<file path="config.mk">
export PLATFORM = sky130hd
export DESIGN_NAME = lut3_eval_pipe
export DESIGN_NICKNAME = d
export VERILOG_FILES = /design/src/rtl/lut3_pkg.sv /design/src/rtl/lut3_lane.sv /design/src/rtl/lut3_eval_pipe.sv
export SDC_FILE = /design/constraint.sdc
export NUM_CORES = 1
export LEC_CHECK = 0
export CAP_MARGIN = 5
export CORE_MARGIN = 5
export CORE_UTILIZATION = 50
export DETAILED_ROUTE_END_ITERATION = 8
export DONT_BUFFER_PORTS = 1
export PLACE_DENSITY_LB_ADDON = 0.15
export SLEW_MARGIN = 5
export SYNTH_ARGS = -nofsm -noshare
export SYNTH_HDL_FRONTEND = slang
export SYNTH_HIERARCHICAL = 1
export SYNTH_SLANG_ARGS = --single-unit
</file>
<file path="constraint.sdc">
create_clock -name clk -period 2.1 [get_ports clk]
set_input_delay 0.315 -clock clk [delete_from_list [all_inputs] [get_ports clk]]
set_output_delay 0.315 -clock clk [all_outputs]
set_load 0.01 [all_outputs]
</file>
<file path="src/rtl/lut3_pkg.sv">
`default_nettype none
// ============================================================================
// Module      : lut3_pkg
// Description : Shared constants, state encoding and helpers for the 3-input
//               truth-table evaluator pipeline.
// Revision    : 1.0 - initial release
// ============================================================================
package lut3_pkg;

    // Well-known truth tables; bit k holds f for {x,y,z} == k
    localparam logic [7:0] TT_SOP_DEFAULT = 8'hCA;  // xy + yz + x'z
    localparam logic [7:0] TT_MAJ         = 8'hE8;  // majority of three
    localparam logic [7:0] TT_XOR3        = 8'h96;  // odd parity
    localparam logic [7:0] TT_AND3        = 8'h80;  // all three set

    // The sweep walks every {x,y,z} combination, so its index is 3 bits wide
    // and the table holds one bit per index value.
    localparam int SWEEP_IDX_W = 3;
    localparam int TT_BITS     = 1 << SWEEP_IDX_W;

    // Sweep engine states
    typedef enum logic [1:0] {
        IDLE  = 2'd0,
        SWEEP = 2'd1,
        DONE  = 2'd2
    } sweep_state_e;

    // True when a table matches one of the named functions above
    function automatic logic tt_is_builtin(input logic [TT_BITS-1:0] tt);
        return (tt == TT_SOP_DEFAULT) || (tt == TT_MAJ) ||
               (tt == TT_XOR3)        || (tt == TT_AND3);
    endfunction

endpackage
`default_nettype wire

</file>
<file path="src/rtl/lut3_lane.sv">
`default_nettype none
// ============================================================================
// Module      : lut3_lane
// Description : Single-bit combinational lookup of a 3-input function held
//               as an 8-entry truth table.
// Revision    : 1.0 - initial release
// ============================================================================
module lut3_lane
    import lut3_pkg::*;
(
    input  logic [TT_BITS-1:0] tt,
    input  logic               x,
    input  logic               y,
    input  logic               z,
    output logic               f
);

    // x is the most significant select bit, z the least
    assign f = tt[{x, y, z}];

endmodule
`default_nettype wire

</file>
<file path="src/rtl/lut3_eval_pipe.sv">
`default_nettype none
// ============================================================================
// Module      : lut3_eval_pipe
// Description : WIDTH-lane registered evaluator of a runtime-loadable 3-input
//               Boolean function, with a valid/ready stream interface and a
//               self-sweep engine that reconstructs the active truth table.
// Revision    : 1.0 - initial release
// ============================================================================
module lut3_eval_pipe
    import lut3_pkg::*;
#(
    parameter int               WIDTH    = 4,
    parameter logic [TT_BITS-1:0] TT_RESET = TT_SOP_DEFAULT
) (
    input  logic                 clk,
    input  logic                 rst,

    input  logic                 cfg_we,
    input  logic [TT_BITS-1:0]   cfg_tt,

    input  logic                 in_valid,
    output logic                 in_ready,
    input  logic [WIDTH-1:0]     x,
    input  logic [WIDTH-1:0]     y,
    input  logic [WIDTH-1:0]     z,

    output logic                 out_valid,
    input  logic                 out_ready,
    output logic [WIDTH-1:0]     f,

    input  logic                 sweep_start,
    output logic                 sweep_busy,
    output logic                 sweep_done,
    output logic [TT_BITS-1:0]   sweep_sig
);

    // ------------------------------------------------------------------
    // State
    // ------------------------------------------------------------------
    logic [TT_BITS-1:0]     r_tt;
    logic [WIDTH-1:0]       r_f;
    logic                   r_out_valid;

    sweep_state_e           r_state;
    logic [SWEEP_IDX_W-1:0] r_idx;
    logic                   r_busy;
    logic                   r_done;
    logic [TT_BITS-1:0]     r_sig;

    // ------------------------------------------------------------------
    // Combinational helpers
    // ------------------------------------------------------------------
    logic [WIDTH-1:0]       w_lane_f;
    logic                   w_sweep_f;
    logic                   w_in_ready;
    logic                   w_in_fire;
    logic                   w_sweep_last;

    // Input is taken only while the sweep engine is idle and the output
    // register is empty or being drained in this same cycle.
    assign w_in_ready   = (r_state == IDLE) && (!r_out_valid || out_ready);
    assign w_in_fire    = in_valid && w_in_ready;
    assign w_sweep_last = &r_idx;

    // ------------------------------------------------------------------
    // Datapath lookup, one lane per bit
    // ------------------------------------------------------------------
    generate
        for (genvar i = 0; i < WIDTH; i++) begin : g_lane
            lut3_lane u_lane (
                .tt (r_tt),
                .x  (x[i]),
                .y  (y[i]),
                .z  (z[i]),
                .f  (w_lane_f[i])
            );
        end
    endgenerate

    // Dedicated lookup for the sweep; the index bits play the role of {x,y,z}
    lut3_lane u_sweep_lane (
        .tt (r_tt),
        .x  (r_idx[2]),
        .y  (r_idx[1]),
        .z  (r_idx[0]),
        .f  (w_sweep_f)
    );

    // ------------------------------------------------------------------
    // Truth-table register; frozen while the sweep is reading it so the
    // captured signature is self-consistent. A word accepted on the same
    // edge as a write sees the previous table because r_tt is registered.
    // ------------------------------------------------------------------
    always_ff @(posedge clk or posedge rst) begin
        if (rst) begin
            r_tt <= TT_RESET;
        end else if (cfg_we && !r_busy) begin
            r_tt <= cfg_tt;
        end
    end

    // ------------------------------------------------------------------
    // Output register: load on accept, clear valid on drain, hold on stall
    // ------------------------------------------------------------------
    always_ff @(posedge clk or posedge rst) begin
        if (rst) begin
            r_f         <= '0;
            r_out_valid <= 1'b0;
        end else if (w_in_fire) begin
            r_f         <= w_lane_f;
            r_out_valid <= 1'b1;
        end else if (out_ready) begin
            r_out_valid <= 1'b0;
        end
    end

    // ------------------------------------------------------------------
    // Sweep engine: walk indices 0..7, record each lookup into the
    // signature, then raise done for exactly one cycle.
    // ------------------------------------------------------------------
    always_ff @(posedge clk or posedge rst) begin
        if (rst) begin
            r_state <= IDLE;
            r_idx   <= '0;
            r_busy  <= 1'b0;
            r_done  <= 1'b0;
            r_sig   <= '0;
        end else begin
            case (r_state)
                IDLE: begin
                    r_done <= 1'b0;
                    if (sweep_start) begin
                        r_state <= SWEEP;
                        r_idx   <= '0;
                        r_sig   <= '0;
                        r_busy  <= 1'b1;
                    end
                end

                SWEEP: begin
                    r_sig[r_idx] <= w_sweep_f;
                    // The index wraps to 0 on the final step, leaving it
                    // ready for the next sweep.
                    r_idx        <= r_idx + SWEEP_IDX_W'(1);
                    if (w_sweep_last) begin
                        r_state <= DONE;
                        r_busy  <= 1'b0;
                        r_done  <= 1'b1;
                    end
                end

                DONE: begin
                    r_state <= IDLE;
                    r_done  <= 1'b0;
                end

                default: begin
                    r_state <= IDLE;
                    r_busy  <= 1'b0;
                    r_done  <= 1'b0;
                end
            endcase
        end
    end

    // ------------------------------------------------------------------
    // Outputs
    // ------------------------------------------------------------------
    assign in_ready   = w_in_ready;
    assign out_valid  = r_out_valid;
    assign f          = r_f;
    assign sweep_busy = r_busy;
    assign sweep_done = r_done;
    assign sweep_sig  = r_sig;

endmodule
`default_nettype wire

</file>
==> impl_results.md, run 1 <==
* Outcome: complete, no violations
* Root buffer cell: clkbuf_4
* Flip-flop and latch area at 706 um2
* Flop2flop setup slack at 0.1 ns
* Syn avg cell area at 13.8 um2
* Placer congestion estimate at 0.724
* Number of port buffers at 0
* Crit path time final at 2.00 ns
* DRC errors left at 0
* Worst min-delay path startpoint: sweep_start
* Clk_lat worst skew at 0.33 ns
* Clk slew on worst S/H paths at approximately 0.15 ns
* RSZ-0062 raised after global routing: no
* Util after Layout at 0.548
* Grt ovf at 0
* Reg-to-reg endpoint: sweep_sig[5]
* Max VDD drop at 0.683 mV
* Setup CP Type: reg2reg
* Hold slack at between 0.1 and 0.15 ns
* #FFs+latches synth at 28
* Routed vias/inst at 6.20
* Yosys warns at 6
* Hold WC Path Type: in2reg
* Initial DRC count at 27
* Power density cells at 1480 nW/um2
* EDFF count, synth at 0
* Crit path capture type: register
* Post-CTS setup buffer count at 0
* Worst Hold Depth at 1
* Total GRT Usage at 0.147
* Syn Nets at 142
* Static Leak at just over 0.7 nW
* Crit path launch type: register
* Area grow syn2layout at 5.57%
* Worst Setup SP: r_idx[0]
* Actual slew at the worst max-slew pin at between 0.3 and 0.4 ns
* Tcrit/Tclk final at 0.953
* CP required at 2.33 ns
* TritonCTS clock tree: built
* Async SR Flop Fraction at 1.00
* CTS max path bufs at 2
* Die ar. at 4370 um2
* Vias after detailed routing at around 1.0k
* ANT nets after route at 0
* I/O Pins at 42
* Worst reg2reg startpoint: r_idx[0]
* CTS buffer count at 3
* Commonest non-fill, non-tap cell in the layout: dfrtp_1
* Via count of the first global-routing pass at about 1.0k
* Rel. slew slack at 0.762
* Slew Limit Fails at 0
* Top area cells in the synthesized netlist: dfrtp_1 38%, mux4_1 17%, mux2_2 13%
* First-pass GRT wire length at about 5.0 mm
* Core area at between 3000 and 4000 um2
* Cell Area, Placed at 1610 um2
* Worst Reg-to-Reg Cells at 4
* Antenna violations before repair at 0
* Fmax at about 0.50 GHz
* Clock Sink Count at 28
* Cells after synthesis at around 110
* Initial cell density of the core at 0.519
* DR WL/cell at 18.7 um
* Post-Syn Area at 1570 um2
* Clock Skews at 0.00355 ns
* Inserted Diodes at 0
* DRT Pass-1 Iters at 4
* Max_cap viols at 0
* Leading area contributor after synthesis: dfrtp_1
* Worst path arrival time at between 2 and 2.5 ns
* Die Wd at 66.1 um
* Die height at 66.1 um
* Seq/Total Area, Yosys at 0.449
* Final WL at 3.03 mm
* Top fanout value on the critical path at 7
* Share of post-route cells with drive strength above 1 at 0.331
* # rows at 20
* # H-tree levels at 1
* Largest net degree at the start of global routing at 20
* Yosys cell types at 31
* Final HPWL DP at 2.30 mm
* Multi-input logic area at 812 um2
* Commonest non-fill, non-tap cells in the layout: 24 x dfrtp_1, 18 x mux2_2, 10 x mux4_1
* Final Instance Area at 1660 um2
* Setup TNS at 0 ns
* Share of the synthesized area in the top cell type at 0.382
* Filler instances at 240
* Fin. Hold Viols at 0
* Hold Path Sink: sweep_busy
* Synth Flop Type: dfrtp_1
* Final #Nets at 147
* Count of final setup violators at 0
layer usage:
| metal | share of wire | vias to the layer above | global-route usage |
|---|---|---|---|
| li1 | - | 454 | - |
| met1 | 0.46 | 511 | 0.212 |
| met2 | 0.44 | 35 | 0.213 |
| met3 | 0.081 | 4 | 0.0510 |
| met4 | 0.0089 | 0 | 0.0305 |
| met5 | 0 | - | 0 |
repair_timing:
action / CTS / global route
hold buffers: 1 / 0
hold endpoints to repair: 9 / 0
resized for setup: 0 / 0
logic make-up after synthesis:
| group | share of synthesized area |
|---|---|
| multiplexers | 0.302 |
| flip-flops | 0.449 |
| AND/OR/NAND/NOR | 0.0994 |
| AO/OA/AOI/OAI | 0.0987 |
| buffers and inverters | 0.0350 |
| adder cells (fa/ha/maj) | 0.0159 |
Yosys cell counts (2+ instances only):
cell type,number
mux4_1,10
a22o_2,5
dfrtp_1,24
buf_2,2
nand2_1,5
buf_6,3
a22o_1,3
dfstp_2,4
o21ai_0,7
nor3b_1,3
nand2b_1,2
and3b_1,2
nor2_1,6
ha_1,2
inv_1,3
mux2_2,18
worst max-delay path: stages (launching register included):
cell and delay, ns:
dfrtp_1 0.42, mux4_1 0.55, mux2_2 0.29, and3b_1 0.27
a221o_2 0.37
worst max-delay path by stage:
stage | to
finish | sweep_sig[5]
floorplan | sweep_sig[5]
global placement | sweep_sig[5]
CTS | sweep_sig[5]
detailed placement | sweep_sig[5]
global route | sweep_sig[5]
flip-flops by register name (all words and copies together) (netlist names):
register    count
r_tt            8
sweep_sig       8
f               4
r_idx           3
r_state         2
out_valid       1
sweep_busy      1
sweep_done      1
area by class of cell:
| cell class | count | area share |
|---|---|---|
| multi-input combinational | 78 | 0.489 |
| sequential | 28 | 0.425 |
| clock buffer | 4 | 0.0219 |
| inverter | 3 | 0.00678 |
| timing repair buffer | 5 | 0.0241 |
| tap | 44 | 0.0332 |
through the flow:
stage          setup slack, ns  power (W)  cells
2_1_floorplan           0.0381    0.00201    114
3_3_place_gp             0.159    0.00215    157
3_5_place_dp             0.127    0.00219    157
5_1_grt                 0.0234    0.00264    162
6_report                0.0990    0.00245    162
4_1_cts                 0.0918    0.00247    162
where the power goes:
part           total [W]  internal [W]  switching (W)  leakage [nW]
Sequential       0.00115      0.000815       0.000331         0.341
Clock           0.000265      0.000106       0.000159        0.0210
Combinational    0.00104      0.000627       0.000415         0.363
Total            0.00245       0.00155       0.000905         0.725
Note: power is estimated with default switching activity, not from simulation.
==> run 2, diff against run 1 <==
==> constraint.sdc (replaced) <==
create_clock -name clk -period 1.85 [get_ports clk]
set_input_delay 0.2775 -clock clk [delete_from_list [all_inputs] [get_ports clk]]
set_output_delay 0.2775 -clock clk [all_outputs]
set_load 0.01 [all_outputs]
==> run 2 against run 1 <==
Effect of this change:
- the flow now finishes with violations (setup timing)
- critical path depth did not move
- die area unchanged
- final area grew 4.1%
- via count about the same
- final cell count rose by 4.3%
- power up 24%
- clock power grew 54%
- critical endpoint unchanged
- largest power group is now combinational cells
==> impl_results.md, run 2 (synthesis results as in run 1) <==
* Outcome: finished with violations
* Failing checks: setup timing
* Die Wd at 66.1 um
* Routed vias/inst at 5.93
* Max VDD drop at 0.779 mV
* Final #Nets at 154
* Grt ovf at 0
* Dpl ws at -0.0442 ns
* Fin. Hold Viols at 0
* Final WS setup at -0.0479 ns
* Slew Limit Fails at 0
* ANT nets after route at 0
* Final HPWL DP at 2.37 mm
* Clock Sink Count at 28
* Total power at 0.00304 W
* DRC errors left at 0
* Commonest non-fill, non-tap cells in the layout: 23 x dfrtp_1, 17 x mux2_2, 11 x buf_4
* Area grow syn2layout at 9.86%
* Static Leak at 0.760 nW
* Crit path capture type: register
* Crit path launch type: register
* Die ar. at 4370 um2
* Placer congestion estimate at 0.766
* CP required at 2.09 ns
* DR WL/cell at 18.2 um
* Max_cap viols at 0
* Number of port buffers at 0
* Total GRT Usage at 0.152
* Crit path time final at 1.90 ns
* Clock Skews at 0.00886 ns
* Share of post-route cells with drive strength above 1 at 0.400
* Largest net degree at the start of global routing at 29
* DRT Pass-1 Iters at 4
* Die height at between 60 and 70 um
* Via count of the first global-routing pass at between 1k and 1.5k
* Setup CP Type: reg2reg
* I/O Pins at 42
* Initial DRC count at 28
* Fmax at 0.527 GHz
* Clk_lat worst skew at 0.33 ns
* Inserted Diodes at 0
* Actual slew at the worst max-slew pin at 0.347 ns
* Clk slew on worst S/H paths at 0.16 ns
* # rows at 20
* Top fanout value on the critical path at 7
* Initial cell density of the core at 0.519
* Rel. slew slack at 0.769
* CTS max path bufs at 2
* Final WL at 3.08 mm
* Tcrit/Tclk final at 1.03
* Power density cells at 1760 nW/um2
* RSZ-0062 raised after global routing: yes
* Count of final setup violators at 1
* Hold slack at 0.0683 ns
* Antenna violations before repair at 0
* First-pass GRT wire length at roughly 5.0 mm
* # H-tree levels at 1
* TritonCTS clock tree: built
* Vias after detailed routing at between 1k and 1.5k
* CTS buffer count at 3
* Core area at roughly 3000 um2
* Root buffer cell: clkbuf_4
* Worst path arrival time at 2.14 ns
* Hold WC Path Type: in2reg
* Commonest non-fill, non-tap cell in the layout: dfrtp_1
==> run 2: worst max-delay path: stages, from the launching register on <==
cell and delay, ns:
dfrtp_2 0.43, mux4_2 0.50, mux2_4 0.28, and3b_2 0.25
a221o_2 0.34
==> run 2: where the power goes <==
part	internal [W]	total [W]	leakage, nW	switching [W]
sequential	0.000926	0.00122	0.340	0.000297
clock	0.000219	0.000408	0.0279	0.000189
combinational	0.000833	0.00141	0.393	0.000577
total	0.00198	0.00304	0.760	0.00106
==> run 2: final timing paths <==
kind / startpoint / end / slack [ns] / cells past startpoint
min in group asynchronous: rst / r_idx[1] / 0.43 / 3
worst min-delay path: sweep_start / sweep_busy / 0.07 / 1
worst min register to register: r_state[1] / r_state[0] / 0.56 / 1
worst max register to register: r_idx[0] / sweep_sig[5] / -0.05 / 4
max in group asynchronous: rst / r_tt[3] / 1.11 / 3
worst max-delay path: r_idx[0] / sweep_sig[5] / -0.05 / 4
==> run 2: layout make-up <==
class | count | area [um2]
Clock inverter | 1 | 30.0
Timing Repair Buffer | 12 | 92.6
Fill cell | 247 | 1300
Sequential cell | 28 | 707
Inverter | 3 | 11.3
Multi-Input combinational cell | 78 | 810
Clock buffer | 3 | 22.5
Tap cell | 44 | 55.1
==> run 2: per-stage QoR <==
| stage | cells | setup TNS [ns] | util | area, um2 |
|---|---|---|---|---|
| detailed placement | 164 | -0.0442 | 0.550 | 1660 |
| CTS | 169 | -0.0559 | 0.571 | 1730 |
| floorplan | 114 | -0.0808 | - | 1570 |
| global route | 169 | -0.243 | 0.571 | 1730 |
| finish | 169 | -0.0479 | 0.571 | 1730 |
| global placement | 164 | -0.00200 | 0.550 | 1660 |
==> run 2: metal layers <==
metal,up-vias,global-route usage,wire length [um]
li1,461,-,-
met1,506,0.189,1380
met2,34,0.263,1480
met3,2,0.0408,207
met4,0,0.0305,17
met5,-,0,0
==> run 2: what timing repair did <==
item / CTS / global route
gates cloned: 0 / 0
setup endpoints to repair: 1 / 7
resized for setup: 1 / 0
buffers inserted: 0 / 0
endpoints found under the hold margin: 24 / 0
pin swaps: 0 / 3
hold buffers: 1 / 0
==> run 3, diff against run 2 <==
--- a/config.mk
+++ b/config.mk
@@ -7,10 +7,11 @@
 export LEC_CHECK = 0
 export CAP_MARGIN = 5
 export CORE_MARGIN = 5
-export CORE_UTILIZATION = 50
+export CORE_UTILIZATION = 30
 export DETAILED_ROUTE_END_ITERATION = 8
 export DONT_BUFFER_PORTS = 1
 export PLACE_DENSITY_LB_ADDON = 0.15
+export SKIP_LAST_GASP = 1
 export SLEW_MARGIN = 5
 export SYNTH_ARGS = -nofsm -noshare
 export SYNTH_HDL_FRONTEND = slang
==> constraint.sdc (replaced) <==
create_clock -name clk -period 1.85 [get_ports clk]
set_input_delay 0.2775 -clock clk [delete_from_list [all_inputs] [get_ports clk]]
set_output_delay 0.2775 -clock clk [all_outputs]
set_load 0.005 [all_outputs]
==> run 3 against run 2 <==
Effect of this change:
- the flow still finishes with violations (setup timing)
- routed wire length rose by 10%
- final area rose by 3.4%
- count of clock-buffer cells in the layout did not move
- first-iteration DRC count fell by 32%
- flip-flop and latch count did not move
- non-clock buffer count rose by 1
- combinational power barely moved
- final cell count rose by 16%
- largest power group unchanged
==> impl_results.md, run 3 (synthesis results as in run 1) <==
* Clk_lat worst skew at 0.27 ns
* Cell Area, Placed at 1700 um2
* Failing checks: setup timing
* Slew Limit Fails at 0
* Final WL at 3.39 mm
* Placer congestion estimate at 0.726
* # rows at 26
* Post-CTS setup buffer count at 0
* Sequential power share at 0.382
* Number of port buffers at 0
* Rel. slew slack at 0.765
* Total GRT Usage at 0.111
* Commonest non-fill, non-tap cells in the layout: 23 x dfrtp_1, 17 x mux2_2, 12 x buf_4
* RSZ-0062 raised after global routing: yes
* Worst-path cell chain: mux4_2 -> mux2_4 -> and3b_2 -> a221o_2
* Fin. Hold Viols at 0
* Outcome: finished with violations
* Switching part of the total at 0.333
* Internal at 0.00206 W
* Hold slack at 0.135 ns
* Initial DRC count at 19
* I/O Pins at 42
* Max_cap viols at 0
* Final Instance Area at between 1500 and 2000 um2
* Count of final setup violators at 1
* Actual slew at the worst max-slew pin at 0.353 ns
* Via count of the first global-routing pass at 1059
* Clock Sink Count at 28
* DRT Pass-1 Iters at 4
* CP required at between 2 and 2.5 ns
* First-pass GRT wire length at 5.52 mm
* Static Leak at 0.773 nW
* Grt ovf at 0
* Crit path time final at between 1.5 and 2 ns
* CTS buffer count at 3
* Clock power share at 0.156
* Crit path launch type: register
* CTS max path bufs at 2
* Clock Skews at slightly below 0.007 ns
* Commonest non-fill, non-tap cell in the layout: dfrtp_1
* Area grow syn2layout at 13.6%
* Die height at 82.4 um
* Final HPWL DP at between 2 and 3 mm
* Fmax at 0.528 GHz
* Inserted Diodes at 0
* Die Wd at approximately 82 um
* Sw power at 0.00103 W
* ANT nets after route at 0
* Non-filler instance count after layout at 196
* Core area at 5110 um2
* DRC errors left at 0
* Filler instances at 507
* TritonCTS clock tree: built
* Placed insts at 191
* Comb pwr share at 0.462
* Die ar. at 6790 um2
* Final #Nets at 155
* Crit path capture type: register
* Root buffer cell: clkbuf_8
* DR WL/cell at 17.3 um
* Final WS setup at -0.0433 ns
* Util after Layout at 0.350
* Antenna violations before repair at 0
* Largest net degree at the start of global routing at 29
* Max VDD drop at between 0.4 and 0.5 mV
* Worst path arrival time at 2.06 ns
* Initial cell density of the core at 0.308
* Share of post-route cells with drive strength above 1 at 0.405
* Hold WC Path Type: in2reg
* Clk slew on worst S/H paths at 0.10 ns
* Routed vias/inst at around 5
* Power density cells at 1730 nW/um2
* Setup CP Type: reg2reg
* CP max stage cell: mux4_2
* Vias after detailed routing at 1003
* Max stage delay on crit path at 0.50 ns
* Tcrit/Tclk final at 1.02
* Top fanout value on the critical path at 7
* # H-tree levels at 1
## run 3: cell count changes in the layout (fill, tap and decap cells not counted), sizes merged
cell,change
buf,+1
## run 3: final cells by class
| type | count | area, um2 | share of cell area |
|---|---|---|---|
| Multi-Input combinational cell | 78 | 810 | 0.453 |
| Sequential cell | 28 | 707 | 0.396 |
| Timing Repair Buffer | 13 | 100 | 0.0560 |
| Tap cell | 70 | 87.6 | 0.0490 |
| Clock buffer | 3 | 41.3 | 0.0231 |
| Clock inverter | 1 | 30.0 | 0.0168 |
| Inverter | 3 | 11.3 | 0.00630 |
## run 3: repair_timing
item                                    in CTS  in global routing
hold endpoints to repair                    24                  0
resized for setup                            1                  0
pin swaps                                    0                  3
endpoints found under the setup margin       2                  7
hold buffers                                 1                  0
## run 3: worst max-delay path: cells and delay by family, from the launching register on
family	cells	cell delay, ns
AOI/OAI and AO/OA	1	0.34
DFF	1	0.41
and+or+nand+nor	1	0.26
muxes	2	0.78
## run 3: path summary, 6_finish.rpt
check | start | to | slack, ns | depth (start not counted)
setup / recovery | r_idx[0] | sweep_sig[5] | -0.04 | 4
max in group asynchronous | rst | r_tt[3] | 1.05 | 3
min in group asynchronous | rst | sweep_busy | 0.50 | 3
hold reg to reg | f[3] | f[3] | 0.54 | 1
setup reg to reg | r_idx[0] | sweep_sig[5] | -0.04 | 4
hold / removal | sweep_start | sweep_busy | 0.14 | 1
## run 3: through the flow
stage	worst slack [ns]	setup TNS, ns	power [W]
6_report	-0.0433	-0.0433	0.00310
2_1_floorplan	-0.0808	-0.0808	0.00226
3_5_place_dp	-0.0424	-0.0424	0.00263
5_1_grt	-0.111	-0.324	0.00334
3_3_place_gp	-0.00903	-0.00903	0.00260
4_1_cts	-0.0523	-0.0523	0.00315
## run 3: routing by layer
| metal | vias up | wire, um | track usage |
|---|---|---|---|
| met1 | 509 | 1480 | 0.138 |
| li1 | 466 | - | - |
| met4 | 0 | 56 | 0.0449 |
| met2 | 24 | 1570 | 0.168 |
| met5 | - | 0 | 0 |
| met3 | 4 | 285 | 0.0466 |
## run 3: power groups by stage
stage / clock network (W) / registers, W / logic, W
3_5_place_dp: 0 / 0.00121 / 0.00142
6_report: 0.000482 / 0.00118 / 0.00143
4_1_cts: 0.000508 / 0.00119 / 0.00145
5_1_grt: 0.000528 / 0.00123 / 0.00158
2_1_floorplan: 0 / 0.00115 / 0.00111
3_3_place_gp: 0 / 0.00120 / 0.00140
